[src/rtl/life_pkg.sv]
// Shared constants for the Game-of-Life display: board geometry, palette,
// cell icon ROM and cursor autorepeat period.
package life_pkg;

    localparam int LOG_W         = 6;
    localparam int LOG_H         = 5;
    localparam int CELL_SHIFT    = 3;
    localparam int REPEAT_FRAMES = 8;

    // Bit positions inside the {up,down,left,right} button bus
    localparam int BTN_UP    = 3;
    localparam int BTN_DOWN  = 2;
    localparam int BTN_LEFT  = 1;
    localparam int BTN_RIGHT = 0;

    typedef struct packed {
        logic [1:0] r;
        logic [1:0] g;
        logic [1:0] b;
    } rgb_t;

    localparam rgb_t COL_OFF    = '{r: 2'b00, g: 2'b00, b: 2'b00};
    localparam rgb_t COL_BG     = '{r: 2'b01, g: 2'b01, b: 2'b01};
    localparam rgb_t COL_LIVE   = '{r: 2'b11, g: 2'b11, b: 2'b01};
    localparam rgb_t COL_CURSOR = '{r: 2'b11, g: 2'b00, b: 2'b00};
    localparam rgb_t COL_GRID   = '{r: 2'b01, g: 2'b01, b: 2'b10};

    // 8x8 rounded-square icon drawn inside a live cell
    function automatic logic icon_bit(input logic [2:0] px, input logic [2:0] py);
        logic [7:0] row_bits;
        case (py)
            3'd0, 3'd7: row_bits = 8'h00;
            3'd1, 3'd6: row_bits = 8'h3C;
            default:    row_bits = 8'h7E;
        endcase
        return row_bits[px];
    endfunction

endpackage

[src/rtl/life_btn_repeat.sv]
// One cursor button: 2-flop synchroniser plus frame-based autorepeat.
// move fires on the first vsync tick after a press, then every REPEAT_FRAMES ticks.
module life_btn_repeat (
    input  logic clk,
    input  logic rst_n,
    input  logic btn,
    input  logic frame_tick,
    output logic held,
    output logic move
);
    import life_pkg::*;

    localparam int CNT_W = $clog2(REPEAT_FRAMES);

    logic [1:0]       sync;
    logic [CNT_W-1:0] frames;

    always_ff @(posedge clk or negedge rst_n) begin
        if (!rst_n) begin
            sync   <= '0;
            frames <= '0;
        end else begin
            sync <= {sync[0], btn};
            // Counter parked at zero while released, so a fresh press moves on the next tick
            if (!sync[1])
                frames <= '0;
            else if (frame_tick)
                frames <= frames + 1'b1;
        end
    end

    assign held = sync[1];
    assign move = frame_tick && held && (frames == '0);

endmodule

[src/rtl/life_scanout.sv]
// Game-of-Life display stage: beam -> board cell lookup, icon/cursor render,
// edit cursor and toggle requests. Define LIFE_SCANOUT_GRID_EN for faint grid lines.
module life_scanout #(
    parameter int LOG_W    = life_pkg::LOG_W,
    parameter int LOG_H    = life_pkg::LOG_H,
    parameter int FRAME_X0 = 64,
    parameter int FRAME_Y0 = 112
) (
    input  logic                   clk,
    input  logic                   rst_n,
    input  logic [9:0]             hpos,
    input  logic [9:0]             vpos,
    input  logic                   hsync_in,
    input  logic                   vsync_in,
    input  logic                   display_on,
    output logic [LOG_W+LOG_H-1:0] mem_addr,
    input  logic                   mem_rdata,
    input  logic [3:0]             btn,
    input  logic                   btn_toggle,
    input  logic                   edit_en,
    output logic                   toggle_pulse,
    output logic [LOG_W+LOG_H-1:0] toggle_addr,
    output logic [1:0]             r,
    output logic [1:0]             g,
    output logic [1:0]             b,
    output logic                   hsync_out,
    output logic                   vsync_out
);
    import life_pkg::*;

    localparam logic [9:0] X0 = 10'(FRAME_X0);
    localparam logic [9:0] Y0 = 10'(FRAME_Y0);
    localparam logic [9:0] XW = 10'(1 << (LOG_W + CELL_SHIFT));
    localparam logic [9:0] YW = 10'(1 << (LOG_H + CELL_SHIFT));

    // ---------------- beam -> cell ----------------
    logic [9:0]       hoff, voff;
    logic             in_win, cell_edge;
    logic [LOG_W-1:0] col;
    logic [LOG_H-1:0] row;
    logic [2:0]       px, py;
    logic [LOG_W-1:0] cur_x;
    logic [LOG_H-1:0] cur_y;

    assign hoff      = hpos - X0;
    assign voff      = vpos - Y0;
    assign in_win    = (hpos >= X0) && (hoff < XW) && (vpos >= Y0) && (voff < YW);
    assign col       = hoff[LOG_W+CELL_SHIFT-1:CELL_SHIFT];
    assign row       = voff[LOG_H+CELL_SHIFT-1:CELL_SHIFT];
    assign px        = hoff[CELL_SHIFT-1:0];
    assign py        = voff[CELL_SHIFT-1:0];
    assign cell_edge = (px == 3'd0) || (px == 3'd7) || (py == 3'd0) || (py == 3'd7);

    // ---------------- stage 1 ----------------
    logic s1_vis, s1_icon, s1_cur, s1_hs, s1_vs;

    always_ff @(posedge clk or negedge rst_n) begin
        if (!rst_n) begin
            mem_addr <= '0;
            s1_vis   <= 1'b0;
            s1_icon  <= 1'b0;
            s1_cur   <= 1'b0;
            s1_hs    <= 1'b1;
            s1_vs    <= 1'b1;
        end else begin
            // Outside the window the RAM address is left alone; the pixel is blanked anyway
            if (in_win)
                mem_addr <= {row, col};
            s1_vis  <= display_on && in_win;
            s1_icon <= icon_bit(px, py);
            s1_cur  <= edit_en && (col == cur_x) && (row == cur_y) && cell_edge;
            s1_hs   <= hsync_in;
            s1_vs   <= vsync_in;
        end
    end

`ifdef LIFE_SCANOUT_GRID_EN
    logic s1_grid;
    always_ff @(posedge clk or negedge rst_n) begin
        if (!rst_n)
            s1_grid <= 1'b0;
        else
            s1_grid <= (px == 3'd7) || (py == 3'd7);
    end
`endif

    // ---------------- stage 2: colour ----------------
    rgb_t pix;

    always_comb begin
        pix = COL_BG;
        if (!s1_vis)
            pix = COL_OFF;
        else if (s1_cur)
            pix = COL_CURSOR;
        else if (mem_rdata && s1_icon)
            pix = COL_LIVE;
`ifdef LIFE_SCANOUT_GRID_EN
        else if (s1_grid)
            pix = COL_GRID;
`endif
    end

    always_ff @(posedge clk or negedge rst_n) begin
        if (!rst_n) begin
            r         <= 2'b00;
            g         <= 2'b00;
            b         <= 2'b00;
            hsync_out <= 1'b1;
            vsync_out <= 1'b1;
        end else begin
            r         <= pix.r;
            g         <= pix.g;
            b         <= pix.b;
            hsync_out <= s1_hs;
            vsync_out <= s1_vs;
        end
    end

    // ---------------- edit cursor ----------------
    logic       vsync_q, frame_tick;
    logic [3:0] held, move;

    always_ff @(posedge clk or negedge rst_n) begin
        if (!rst_n)
            vsync_q <= 1'b1;
        else
            vsync_q <= vsync_in;
    end

    assign frame_tick = vsync_in && !vsync_q;

    for (genvar i = 0; i < 4; i++) begin : g_btn
        life_btn_repeat u_rep (
            .clk        (clk),
            .rst_n      (rst_n),
            .btn        (btn[i]),
            .frame_tick (frame_tick),
            .held       (held[i]),
            .move       (move[i])
        );
    end

    always_ff @(posedge clk or negedge rst_n) begin
        if (!rst_n) begin
            cur_x <= LOG_W'(1 << (LOG_W - 1));
            cur_y <= LOG_H'(1 << (LOG_H - 1));
        end else begin
            // Opposing buttons held together cancel; width-limited add/sub gives the wrap
            if (move[BTN_RIGHT] && !held[BTN_LEFT])
                cur_x <= cur_x + 1'b1;
            else if (move[BTN_LEFT] && !held[BTN_RIGHT])
                cur_x <= cur_x - 1'b1;
            if (move[BTN_UP] && !held[BTN_DOWN])
                cur_y <= cur_y - 1'b1;
            else if (move[BTN_DOWN] && !held[BTN_UP])
                cur_y <= cur_y + 1'b1;
        end
    end

    // ---------------- toggle request ----------------
    logic [2:0] tog_sync;

    always_ff @(posedge clk or negedge rst_n) begin
        if (!rst_n) begin
            tog_sync     <= '0;
            toggle_pulse <= 1'b0;
            toggle_addr  <= {LOG_H'(1 << (LOG_H - 1)), LOG_W'(1 << (LOG_W - 1))};
        end else begin
            tog_sync     <= {tog_sync[1:0], btn_toggle};
            toggle_pulse <= tog_sync[1] && !tog_sync[2] && edit_en;
            // Captures the cursor before any same-cycle move lands
            toggle_addr  <= {cur_y, cur_x};
        end
    end

endmodule
[config.mk]
export PLATFORM = sky130hd
export DESIGN_NAME = life_scanout
export DESIGN_NICKNAME = d
export VERILOG_FILES = /design/src/rtl/life_pkg.sv /design/src/rtl/life_btn_repeat.sv /design/src/rtl/life_scanout.sv
export SDC_FILE = /design/constraint.sdc
export NUM_CORES = 1
export LEC_CHECK = 0
export ABC_AREA = 1
export ABC_CLOCK_PERIOD_IN_PS = 2500
export CAP_MARGIN = 10
export CORE_ASPECT_RATIO = 0.9
export CORE_MARGIN = 2
export CORE_UTILIZATION = 35
export CTS_BUF_LIST = sky130_fd_sc_hd__clkbuf_4 sky130_fd_sc_hd__clkbuf_8 sky130_fd_sc_hd__clkbuf_16
export DETAILED_ROUTE_END_ITERATION = 12
export PLACE_DENSITY = 0.56
export REMOVE_ABC_BUFFERS = 1
export SYNTH_ARGS = -nofsm -noshare
export SYNTH_HDL_FRONTEND = slang
export SYNTH_SLANG_ARGS = --single-unit
[constraint.sdc]
create_clock -name clk -period 2.5 [get_ports clk]
set_clock_uncertainty 0.1 [all_clocks]
set_input_delay 0.375 -clock clk [delete_from_list [all_inputs] [get_ports clk]]
set_output_delay 0.375 -clock clk [all_outputs]
set_load 0.05 [all_outputs]
Word level (Yosys, flattened, before mapping)
Index checks and enable logic that the tools add are counted.
- muxes and demuxes: 18
- reduce and logical (&&, ||, !) cells: 42
- div/mod/pow operators: 0
- equal/unequal tests: 10
- shifts and indexed selects: 0
- $lt $le $gt $ge: 5
- bitwise gates (word level): 0
- $add $sub $neg: 10
- multiply operators: 0
- operators with widths (kind ; count):
    two-way mux 6 bit ; 5
    two-way mux 3 bit ; 8
    logical AND 1 bit ; 23
    >= comparator 10 x 7 -> 1 bit, second input constant ; 2
    subtractor 10 x 7 -> 10 bit, second input constant ; 2
    logical NOT 3 bit ; 6
    one-hot mux 7 bit (2 select lines) ; 1
    adder 3 x 1 -> 3 bit, second input constant ; 4
    < comparator 10 bit, second input constant ; 1
    < comparator 10 x 9 -> 1 bit, second input constant ; 1
    two-way mux 5 bit ; 2
    equality test 3 bit, second input constant ; 3
    adder 6 x 1 -> 6 bit, second input constant ; 1
    equality test 6 bit ; 1
    logical NOT 1 bit ; 6
    inequality test 2 bit, second input constant ; 3
    subtractor 6 x 1 -> 6 bit, second input constant ; 1
    adder 5 x 1 -> 5 bit, second input constant ; 1
    equality test 5 bit ; 1
    subtractor 5 x 1 -> 5 bit, second input constant ; 1
    < comparator 3 x 4 -> 1 bit, second input constant ; 1
    nonzero test 2 bit ; 2
    OR reduction 2 bit ; 2
    binary-select mux 1 bit (select 3 bit) ; 1
    4 further kinds ; 6
- output and inout port bits: 31
- flip-flop bits (word level): 70
- bits in read-only memories: 0
- input bits: 32
- RAM bits: 0
- memories kept: 0
- latch bits: 0
- word-level logic and storage cells: 109

Logic depth before layout (Yosys ltp)
- word-level depth: 7
- gate-level depth with buffers: 14

Hierarchy
A second synthesis with hierarchy kept.
- cell total of the unflattened synthesis: 393
- area total of the unflattened synthesis: 3374.5 µm²
- by module, submodules not included (module ; times used ; area each (µm²) ; cells an instance ; seq. area each (µm²)):
    life_scanout ; 1 ; 2476.1 ; 293 ; 1211.2
    life_btn_repeat (g_btn[1].u_rep ...) ; 3 ; 225.2 ; 25 ; 125.1
    life_btn_repeat (g_btn[0].u_rep) ; 1 ; 222.7 ; 25 ; 125.1

Worst setup path after synthesis
No wires, ideal clock.
- path type: reg2reg
- from: register g_btn[0].u_rep.frames[0]
- to: register cur_x[3]
- path slack: 0.610 ns
- path buffers: 0
- stages on the path, launching flop included: 10
- arrival time: 1.666 ns
- clock period less this slack: 1.890 ns
- cells stage by stage: dfrtp_1 inv_1 ha_1 nand4_2 ha_1 nand2_1 nand2_1 a21oi_1 xor2_1 a21oi_1
- cells in the longest elaborated chain, start to end: 4
- elaborated cells on any way between the ends: 5
- classes of those cells: mux (1); reduce/logical (4)
- RTL lines (item ; RTL line ; RTL):
    start: declaration ; life_btn_repeat.sv:16 ; logic [CNT_W-1:0] frames;
    start signal: assignment ; life_btn_repeat.sv:28 ; frames <= frames + 1'b1;
    logical NOT 3 bit (*) ; life_btn_repeat.sv:33 ; assign move = frame_tick && held && (frames == '0);
    logical AND 1 bit (*) ; life_btn_repeat.sv:33 ;
    logical AND 1 bit (*) ; life_scanout.sv:150 ; if (move[BTN_RIGHT] && !held[BTN_LEFT])
    two-way mux 6 bit or nonzero test 2 bit (tied branches) ; - ;
    end signal: assignment ; life_scanout.sv:146 ; cur_x <= LOG_W'(1 << (LOG_W - 1));
    end signal: assignment ; life_scanout.sv:151 ; cur_x <= cur_x + 1'b1;
    end signal: assignment ; life_scanout.sv:153 ; cur_x <= cur_x - 1'b1;
    end: declaration ; life_scanout.sv:42 ; logic [LOG_W-1:0] cur_x;
Every way passes the cells marked *; elsewhere a longest branch is shown, timed or not.
A chain may end at the register's enable or synchronous reset.

Final worst setup path
- from: input port vsync_in
- to: register cur_x[5]
- cells in the longest elaborated chain, start to end: 5
- elaborated cells on any way between the ends: 9
- classes of those cells: mux (1); reduce/logical (8)
- RTL lines (item ; RTL line ; RTL):
    start: declaration ; life_scanout.sv:14 ; input logic vsync_in,
    logical AND 1 bit (*) ; life_scanout.sv:131 ; assign frame_tick = vsync_in && !vsync_q;
    logical AND 1 bit (2 in series) ; life_btn_repeat.sv:33 ;
    logical AND 1 bit (on tied branches) ; life_scanout.sv:150, life_scanout.sv:152 ;
    two-way mux 6 bit or nonzero test 2 bit (tied branches) ; - ;
Marked as above.

==> impl_metrics.yaml <==
outcome:
  run_status: "completed"
sta:
  clock.fmax_mhz: 464
  hold_slack_ns: 0.250
  maxSlewViolCount: 0
  slew_headroom_pct: 66.1
  final.period_utilization_pct: 86.2
  rsz0062_at_grt: "no"
  hold_viol: 0
  tightest_slew_ns: 0.507
  period_minus_slack_ns: 2.15
  setup_viol_count_final: 0
  finalSetupTns_ns: 0
cts:
  clock_path_buffers: 2
  clk_pin_slew_ns: 0.07
  cts.repair.resized: 0
  cts_tree: "built"
  worstSkewPairLatency_ns: 0.33
  cts_root_buffer: "clkbuf_8"
  cts_sinks: 68
  post_cts_buffers: 0
  htreeDepth: 3
  cts_buffers: 9
setup_path:
  cp-start-kind: "input pin"
  slowest_stage: "clkdlybuf4s50_1"
  slowest_delay_ns: 0.49
  crit_type: "in2reg"
  crit_family: "simple AND/OR/NAND/NOR gates"
  worstPathRequired_ns: 2.67
  path_buf_inv: 2
  crit_path_end_kind: "register"
  crit_path_start: "vsync_in"
  r2r_start: "vsync_q"
  crit_chain: "clkdlybuf4s50_1, nand2_2, nor2_2, nand4_2, ha_1, nand2_1, inv_1, nand3_1, nand3_1, nand2_1, nand2_1, nand2_1, nand2_1"
  r2r_cells: 11
  worstPathArrival_ns: 2.33
  cpMostUsedCell: "nand2_1"
  r2r_end: "cur_y[3]"
  crit_path_end: "cur_x[5]"
  cp_max_fo: 7
  r2r_slack_ns: 0.41
  cp.depth: 13
final_layout:
  layout.nets: 491
  seqCellArea_sq_um: 1710
  multi_input_area_sq_um: 1370
  stdcell_area_sq_um: 4270
  diodes: 0
  post_layout_nonfiller_instances: 566
  fillCellCount: 900
  syn_to_final_growth_pct: 28.9
  drive_gt1_share_pct: 12.4
yosys:
  synthTopCellsByArea: "dfrtp_1, nand2_1, ha_1, dfstp_2, inv_1"
  synth-edff-count: 0
  syn-cell-area_sq_um: 3310
  synth_top_area_cell: "dfrtp_1"
  synth.avg_cell_area_sq_um: 9.08
  synthCells: 365
  netlist.area_leader.share_pct: 45.3
  ys_seq_area_share_pct: 51.7
  async_flop_share_pct: 100
  synth-seq-cells: 68
  yosysWarnings: 0
  ys.flop_type: "dfrtp_1"
  ys_types: 29
route:
  via_per_inst: 4.50
  drc: 0
  wl_per_cell_um: 11.9
  antenna_left: 0
  detailroute.via_count: 2545
  drt_pre_antenna_iters: 4
  routed_wl_um: 6730
  drt_iter0_drc: 61
global_route:
  first_global_vias: 2466
  grt_pass1_wl_um: 11700
  grtUsageTotal_pct: 14.8
  antenna_found_initial: 0
  grt_max_degree: 69
  grt-ovfl-total: 0
placement:
  gp_congestion: 0.906
  hpwlAfterDp_um: 5090
  portBuffers: 61
  placed_cell_area_sq_um: 4080
  dp.cells: 549
floorplan:
  coreArea_sq_um: 9170
  rows: 33
  die-area_sq_um: 10300
  initial_core_util_pct: 36.1
  die_w_um: 107
  top_level_ports: 63
  die_h_um: 96.3
power:
  ir_drop_uv: 586
  powerDensity_nw_per_um2: 936
  p_leak_nw: 2.05
flow_run:
  drv_cap: 0
hold_path:
  hp-class: "reg2reg"
## registers in the layout (all words and copies together), names as in the netlist, 2 cells and up
signal,flops
tog_sync,3
g_btn.u_rep.sync,8
g_btn.u_rep.frames,12
cur_x,6
g,2
toggle_addr,11
r,2
cur_y,5
mem_addr,11
## per-layer routing
layer | vias up | global-route usage, % | share of wire (%)
met4 | 0 | 5.19 | 1.1
li1 | 1294 | - | -
met2 | 52 | 23.8 | 48
met5 | - | 0 | 0
met1 | 1192 | 19.6 | 47
met3 | 7 | 3.52 | 4.3
## power by group
part | leakage [nW] | internal [mW] | switching, mW
clock network | 0.0892 | 0.406 | 0.403
registers | 0.825 | 1.37 | 0.210
logic | 1.13 | 0.595 | 1.02
total | 2.05 | 2.37 | 1.63
## per-stage QoR
stage	utilization, %	total power, mW	setup slack (ns)
global placement	44.5	3.18	0.0603
floorplan	-	2.65	0.486
CTS	46.6	4.04	0.357
global route	46.6	4.28	0.144
detailed placement	44.5	3.22	0.00236
finish	46.6	4.00	0.346
## synthesized netlist by cell type, drive strengths merged, types with 6 or more instances
cell type and n:
nand2 100, dfrtp 60, inv 48, nor2 37, nand3 30, ha 18, a21oi 17, o21ai 16
dfstp 8, xnor2 7, buf 6, xor2 6
## cells by family after synthesis
kind of cell	share of synthesized area [%]
AND/OR/NAND/NOR	24.0
flip-flops	51.7
buffers and inverters	7.14
AO/OA/AOI/OAI	5.66
adder cells (fa/ha/maj)	8.01
XOR/XNOR	3.44
other	0.113
## how the worst min path moves through the flow
stage,start,to,slack (ns),depth (start not counted)
after floorplan,rst_n,cur_x[0],-0.02,0
after global placement,g_btn[1].u_rep.sync[0],g_btn[1].u_rep.sync[1],0.23,0
after detailed placement,g_btn[1].u_rep.sync[0],g_btn[1].u_rep.sync[1],0.23,0
after CTS,g_btn[1].u_rep.sync[0],g_btn[1].u_rep.sync[1],0.25,0
after global routing,g_btn[1].u_rep.sync[0],g_btn[1].u_rep.sync[1],0.26,0
final,g_btn[1].u_rep.sync[0],g_btn[1].u_rep.sync[1],0.25,0
## placed cells by master (no fill, tap or decap), drive strengths merged, types with 2 or more instances in the layout
master         netlist  final
a21oi               17     17
clkbuf               0     12
xnor2                7      7
ha                  18     18
nand2              100    100
xor2                 6      6
nor2                37     37
nand4                4      4
nand3               30     30
clkdlybuf4s50        0     60
buf                  6      8
clkinv               0      2
dfstp                8      8
fa                   2      2
inv                 48     48
o21ai               16     16
dfrtp               60     60
clkinvlp             0      2
## layout make-up
cell class,instances,area share [%]
Inverter,48,4.28
Clock inverter,4,0.586
Multi-Input combinational cell,243,32.0
Tap cell,122,3.57
Clock buffer,12,3.57
Timing Repair Buffer,69,15.9
Sequential cell,68,40.1
## what timing repair did
action	CTS	global route
endpoints found under the hold margin	60	0
hold buffers	1	0
setup endpoints to repair	0	0
Power figures use the tool's default switching activity.
